==> src/rtl/fetch_issue_buffer.sv <==
// Fetch-to-issue instruction buffer: a small circular FIFO between the fetch
// and issue stages with registered full/empty status.
// Optional macro FETCH_ISSUE_BYPASS_EN adds a zero-latency bypass from fetch
// straight to issue when the buffer is empty and issue can accept.
module fetch_issue_buffer #(
    parameter int unsigned INSTR_W = 32,
    parameter int unsigned DEPTH   = 4,
    localparam int unsigned AW     = $clog2(DEPTH)
) (
    input  logic               clk,
    input  logic               rst_n,
    input  logic               flush_i,
    input  logic               fi_instrv_i,
    input  logic [INSTR_W-1:0] fi_instr_i,
    output logic               fi_busy_o,
    output logic               is_instrv_o,
    output logic [INSTR_W-1:0] is_instr_o,
    input  logic               is_busy_i,
    output logic [AW:0]        count_o
);

    logic [INSTR_W-1:0] mem_q [DEPTH];
    logic [AW-1:0]      wr_ptr_q, wr_ptr_d;
    logic [AW-1:0]      rd_ptr_q, rd_ptr_d;
    logic [AW:0]        count_q, count_d;

    logic full;
    logic empty;
    logic bypass;
    logic push_wr;
    logic pop_rd;

    assign full  = (count_q == (AW+1)'(DEPTH));
    assign empty = (count_q == '0);

`ifdef FETCH_ISSUE_BYPASS_EN
    // Empty buffer and a willing issue stage: hand the fetch word straight through.
    assign bypass      = empty & fi_instrv_i & ~is_busy_i & ~flush_i;
    assign is_instrv_o = ~empty | bypass;
    assign is_instr_o  = bypass ? fi_instr_i : mem_q[rd_ptr_q];
`else
    assign bypass      = 1'b0;
    assign is_instrv_o = ~empty;
    assign is_instr_o  = mem_q[rd_ptr_q];
`endif

    // Busy is taken from registered count only, so a same-cycle pop never frees a slot early.
    assign fi_busy_o = full;
    assign count_o   = count_q;

    // A bypassed instruction is consumed without touching storage.
    assign push_wr = fi_instrv_i & ~full & ~flush_i & ~bypass;
    assign pop_rd  = ~empty & ~is_busy_i;

    // Next-state for pointers and occupancy; flush overrides push and pop.
    always_comb begin
        wr_ptr_d = wr_ptr_q;
        rd_ptr_d = rd_ptr_q;
        count_d  = count_q;
        if (flush_i) begin
            wr_ptr_d = '0;
            rd_ptr_d = '0;
            count_d  = '0;
        end else begin
            if (push_wr) begin
                wr_ptr_d = wr_ptr_q + AW'(1);
            end
            if (pop_rd) begin
                rd_ptr_d = rd_ptr_q + AW'(1);
            end
            count_d = count_q + {{AW{1'b0}}, push_wr} - {{AW{1'b0}}, pop_rd};
        end
    end

    // Control state with asynchronous active-low reset.
    always_ff @(posedge clk or negedge rst_n) begin
        if (!rst_n) begin
            wr_ptr_q <= '0;
            rd_ptr_q <= '0;
            count_q  <= '0;
        end else begin
            wr_ptr_q <= wr_ptr_d;
            rd_ptr_q <= rd_ptr_d;
            count_q  <= count_d;
        end
    end

    // Storage is intentionally not reset; contents are qualified by count.
    always_ff @(posedge clk) begin
        if (push_wr) begin
            mem_q[wr_ptr_q] <= fi_instr_i;
        end
    end

endmodule

==> config.mk <==
export PLATFORM = sky130hd
export DESIGN_NAME = fetch_issue_buffer
export DESIGN_NICKNAME = d
export VERILOG_FILES = /design/src/rtl/fetch_issue_buffer.sv
export SDC_FILE = /design/constraint.sdc
export NUM_CORES = 1
export LEC_CHECK = 0
export ABC_AREA = 1
export CAP_MARGIN = 20
export CORE_MARGIN = 10
export CORE_UTILIZATION = 54
export DETAILED_ROUTE_END_ITERATION = 6
export GPL_TIMING_DRIVEN = 0
export PLACE_DENSITY = 0.79
export RECOVER_POWER = 100
export SETUP_SLACK_MARGIN = 0.1
export SYNTH_ARGS = -nofsm -noshare
export SYNTH_HDL_FRONTEND = slang
export SYNTH_SLANG_ARGS = --single-unit
==> constraint.sdc <==
create_clock -name clk -period 2.8 [get_ports clk]
set_input_delay 0.84 -clock clk [delete_from_list [all_inputs] [get_ports clk]]
set_output_delay 0.84 -clock clk [all_outputs]
set_load 0.01 [all_outputs]
### Yosys cells after proc, flatten, opt, wreduce, memory -nomap -nowiden

Memory sizes are Yosys's and may differ from the RTL's.
Index checks and enable logic that the tools add are counted.

| word-level totals | value |
|---|---|
| register bits after elaboration | 7 |
| bits in writable memories | 128 |
| bits of input ports | 37 |
| output and inout port bits | 37 |
| word-level logic and storage cells | 26 |
| memories | 1 |

| operators by class | value |
|---|---|
| $add $sub $neg | 4 |
| equality and inequality tests | 1 |
| multiplexer cells | 7 |
| bitwise operators | 7 |
| reduce and logical (&&, ||, !) cells | 3 |

Memories:

| name | words | bits a word | rd ports | clocked after Yosys merged registers in | wr ports | RTL line | source |
|---|---|---|---|---|---|---|---|
| mem_q | 4 | 32 | 1 | 0 | 1 | 22 | `logic [INSTR_W-1:0] mem_q [DEPTH];` |

Operator list:

| cell | count |
|---|---|
| 2-bit two-way mux | 4 |
| 2-bit by 1-bit adder with 2-bit output (second input constant) | 2 |
| 1-bit inverter | 4 |
| 2-bit nonzero test | 2 |
| 3-bit by 1-bit adder with 3-bit output | 1 |
| 1-bit bitwise AND | 3 |
| 3-bit == test (second input constant) | 1 |
| 3-bit logical NOT | 1 |
| 3-bit two-way mux | 1 |
| 3-bit by 1-bit subtractor with 3-bit output | 1 |
| 1-bit two-way mux | 2 |

### Longest topological paths before layout

| logic depth | value |
|---|---|
| depth after elaboration | 7 |
| gate-level depth with buffers | 12 |
| mapped depth without buffers | 12 |

### Least setup slack after synthesis

Ideal clock, no wire load.

| timing | value |
|---|---|
| kind | input port to flip-flop |
| from | in flush_i |
| to | mem mem_q[0][0] (enable) |
| library setup time | 0.421 ns |
| arrival time | 2.509 ns |
| required time | 2.379 ns |
| path slack | -0.130 ns |
| stages | 3 |
| path through | clkinv_1 nand3_1 nor2_1 |

| on the way | value |
|---|---|
| word-level cells in the longest chain between the ends | 4 |

RTL lines:

| item | RTL line | source |
|---|---|---|
| start: declaration | 12 | `input logic flush_i,` |
| 1-bit inverter | 52 | `assign push_wr = fi_instrv_i & ~full & ~flush_i & ~bypass;` |
| 1-bit bitwise AND | 52 |  |
| 1-bit two-way mux | 90 | `if (push_wr) begin` |
| 1-bit two-way mux (implied by the code) | 91 | `mem_q[wr_ptr_q] <= fi_instr_i;` |
| end: declaration | 22 |  |

No other way between the ends.

### Final worst setup path

| timing | value |
|---|---|
| from | reg rd_ptr_q[0] |
| to | out is_instr_o[12] |

| on the way | value |
|---|---|
| word-level cells in the longest chain between the ends | 1 |

RTL lines:

| item | RTL line | source |
|---|---|---|
| start: declaration | 24 | `logic [AW-1:0] rd_ptr_q, rd_ptr_d;` |
| start signal: assignment | 83 | `rd_ptr_q <= rd_ptr_d;` |
| memory 4 x 32 bit | n/a |  |
| end: declaration | 17 | `output logic [INSTR_W-1:0] is_instr_o,` |

No other way between the ends.

==> flow_summary.yaml <==
flow_run:
  drv_cap: 0
power:
  finalPower_mw: 6.07
  p_leak_nw: 2.38
  peakVddDrop_mv: 0.542
  powerDensity_nw_per_um2: 907
worst_setup_path:
  critPathMaxFanout: 10
  worstPathArrival_ns: 1.88
  critPathKind: "flip-flop to output pin"
  r2r_cells: 5
  critPathRequiredTime_ns: 1.96
  startpoint_type: "flip-flop"
  end_kind: "output pin"
synthesis:
  syn_area_per_cell_sq_um: 14.0
  synth_area_leaders: "edfxtp_1, nor2_1, o21ai_0, o22ai_1, dfrtp_1"
  synth_nets: 417
  synth_top_area_cell: "edfxtp_1"
  synth-seq-area-share: 0.770
  async_flop_share: 0.0519
  synth.most_common_cell: "edfxtp_1"
  yosys_warnings: 0
  synthCells: 373
  ys_top_cells_by_count: "edfxtp_1, nor2_1, o21ai_0, o22ai_1, o21ai_1"
  synth_top_area_frac: 0.737
  synth_cell_type_count: 20
  dominantRegCellSynth: "edfxtp_1"
  synth-seq-cells: 135
  synth-edff-count: 128
  synth_area_sq_um: 5220
timing:
  finClkSkew_ns: 0.0101
  setup_viol: 0
  totalNegativeSetupSlack_ns: 0
  fin_crit_ns: 2.72
  maxSlewHeadroom: 0.343
  fmax_mhz: 367
  worst_slew_pin_slew_ns: 0.985
  maxSlewViolCount: 0
  hold_viol: 0
  finalCritPeriodShare: 0.972
  rsz0062_at_grt: "true"
grt:
  grt_use_total: 0.176
  grt_start_max_net_pins: 22
  grt_pass1_wl_um: 19300
  gr-total-overflow: 0
  grt_pass1_vias: 3668
  antenna_found_initial: 0
route:
  drc: 0
  vias_per_cell: 5.65
  drtIter0Drc: 287
  vias: 3453
  wl_um: 12100
  drt-pass1-iter-count: 5
  ant_nets: 0
  post_drt_wl_per_cell_um: 19.7
placed_design:
  gp_congestion: 0.748
  io_buffers: 73
  hpwl_um: 7550
  place_area_sq_um: 6240
clocking:
  hold_buffers: 0
  clk_pin_slew_ns: 0.06
  cts_root_buffer: "clkbuf_8"
  cts_sinks: 135
  clk_path_buf_depth: 2
  cts_tree: "done"
  cts_made_buffers: 17
  cts.htree.levels: 4
  clock_latency_ns: 0.52
cells_and_area:
  antenna_cells: 0
  postLayoutCoreUtil: 0.718
  drive_above_1_share: 0.160
  nets: 515
  final_area_sq_um: 6690
  areaGrowthSynthToFinish_pct: 28.3
floorplan:
  io_pins: 74
  die_x_um: 118
  num_rows: 35
  core-area_sq_um: 9330
  die_area_sq_um: 14000
  initial_utilization: 0.559
  dieHeight_um: 118
min_path:
  hp-class: "flip-flop to flip-flop"
  whs_path_depth: 2
outcome:
  status: "completed"
==> final cells by class <==
type	count	area, sq um
Buffer	21	201
Clock buffer	17	414
Fill cell	629	2640
Tap cell	129	161
Multi-Input combinational cell	200	1050
Sequential cell	135	4020
Inverter	17	67.6
Clock inverter	13	109
Timing Repair Buffer	79	672
==> power by group <==
part / internal, mW / switching [mW]
clock: 1.16 / 0.798
combinational: 0.652 / 1.03
sequential: 2.37 / 0.0654
==> cells in the final DEF, fill, tap and decap left out, drive strengths merged <==
cell type / count
a21oi: 1
o22ai: 32
inv: 17
clkinv: 6
dlygate4sd3: 37
ha: 6
buf: 21
clkinvlp: 6
clkdlybuf4s50: 3
clkbuf: 48
dlygate4sd2: 4
nand3: 6
or2: 1
dfrtp: 7
nand4: 4
bufinv: 1
nand2: 11
edfxtp: 128
clkdlybuf4s15: 4
nor2: 74
fa: 1
o21ai: 64
==> per-layer routing <==
metal,part of all wire,GRT usage,wire length (um)
met1,0.39,0.200,4670
met2,0.52,0.303,6320
met3,0.075,0.0595,903
met4,0.014,0.0611,171
met5,0,0,0
==> state kept, by name (all words and copies together), names as in the netlist <==
signal / flops
count_o: 3
mem_q: 128
wr_ptr_q: 2
rd_ptr_q: 2
==> timing repair <==
| item | 4_1_cts | 5_1_grt |
|---|---|---|
| hold endpoints to repair | 0 | 0 |
| pin swaps | 3 | 4 |
| cloned | 0 | 0 |
| resized for setup | 97 | 38 |
| setup buffers | 0 | 2 |
| endpoints found under the setup margin | 35 | 29 |
==> worst paths after layout <==
path | to | slack (ns) | startpoint
hold / removal | wr_ptr_q[1] | 0.58 | wr_ptr_q[1]
hold reg to reg | wr_ptr_q[1] | 0.58 | wr_ptr_q[1]
max in group asynchronous | rd_ptr_q[0] | 1.88 | rst_n
setup / recovery | is_instr_o[12] | 0.08 | rd_ptr_q[0]
setup reg to reg | mem_q[2][21] | 0.53 | count_o[1]
min in group asynchronous | count_o[0] | 0.65 | rst_n
==> stage by stage <==
step | hold slack, ns | cells | setup WS [ns]
floorplan | 0.518 | 373 | -0.130
global placement | 0.543 | 575 | -1.71
detailed placement | 0.563 | 579 | -0.564
CTS | 0.575 | 609 | 0.0211
global route | 0.601 | 611 | 0.0103
finish | 0.577 | 611 | 0.0770
==> cell families (layout without fill, tap and decap cells) <==
family,count (synthesis),count (layout),share of synthesized area
AND/OR/NAND/NOR,96,96,0.0729
AO/OA/AOI/OAI,97,97,0.101
adder cells (fa/ha/maj),7,7,0.0182
buffers and inverters,38,147,0.0377
flip-flops,135,135,0.770
==> critical path: stages, from the launching register on <==
cell,delay (ns)
dfrtp_2,0.44
inv_2,0.09
buf_8,0.15
buf_6,0.16
nor2_1,0.05
o22ai_1,0.19
clkdlybuf4s15_1,0.28
(Power assumes the default switching activity.)
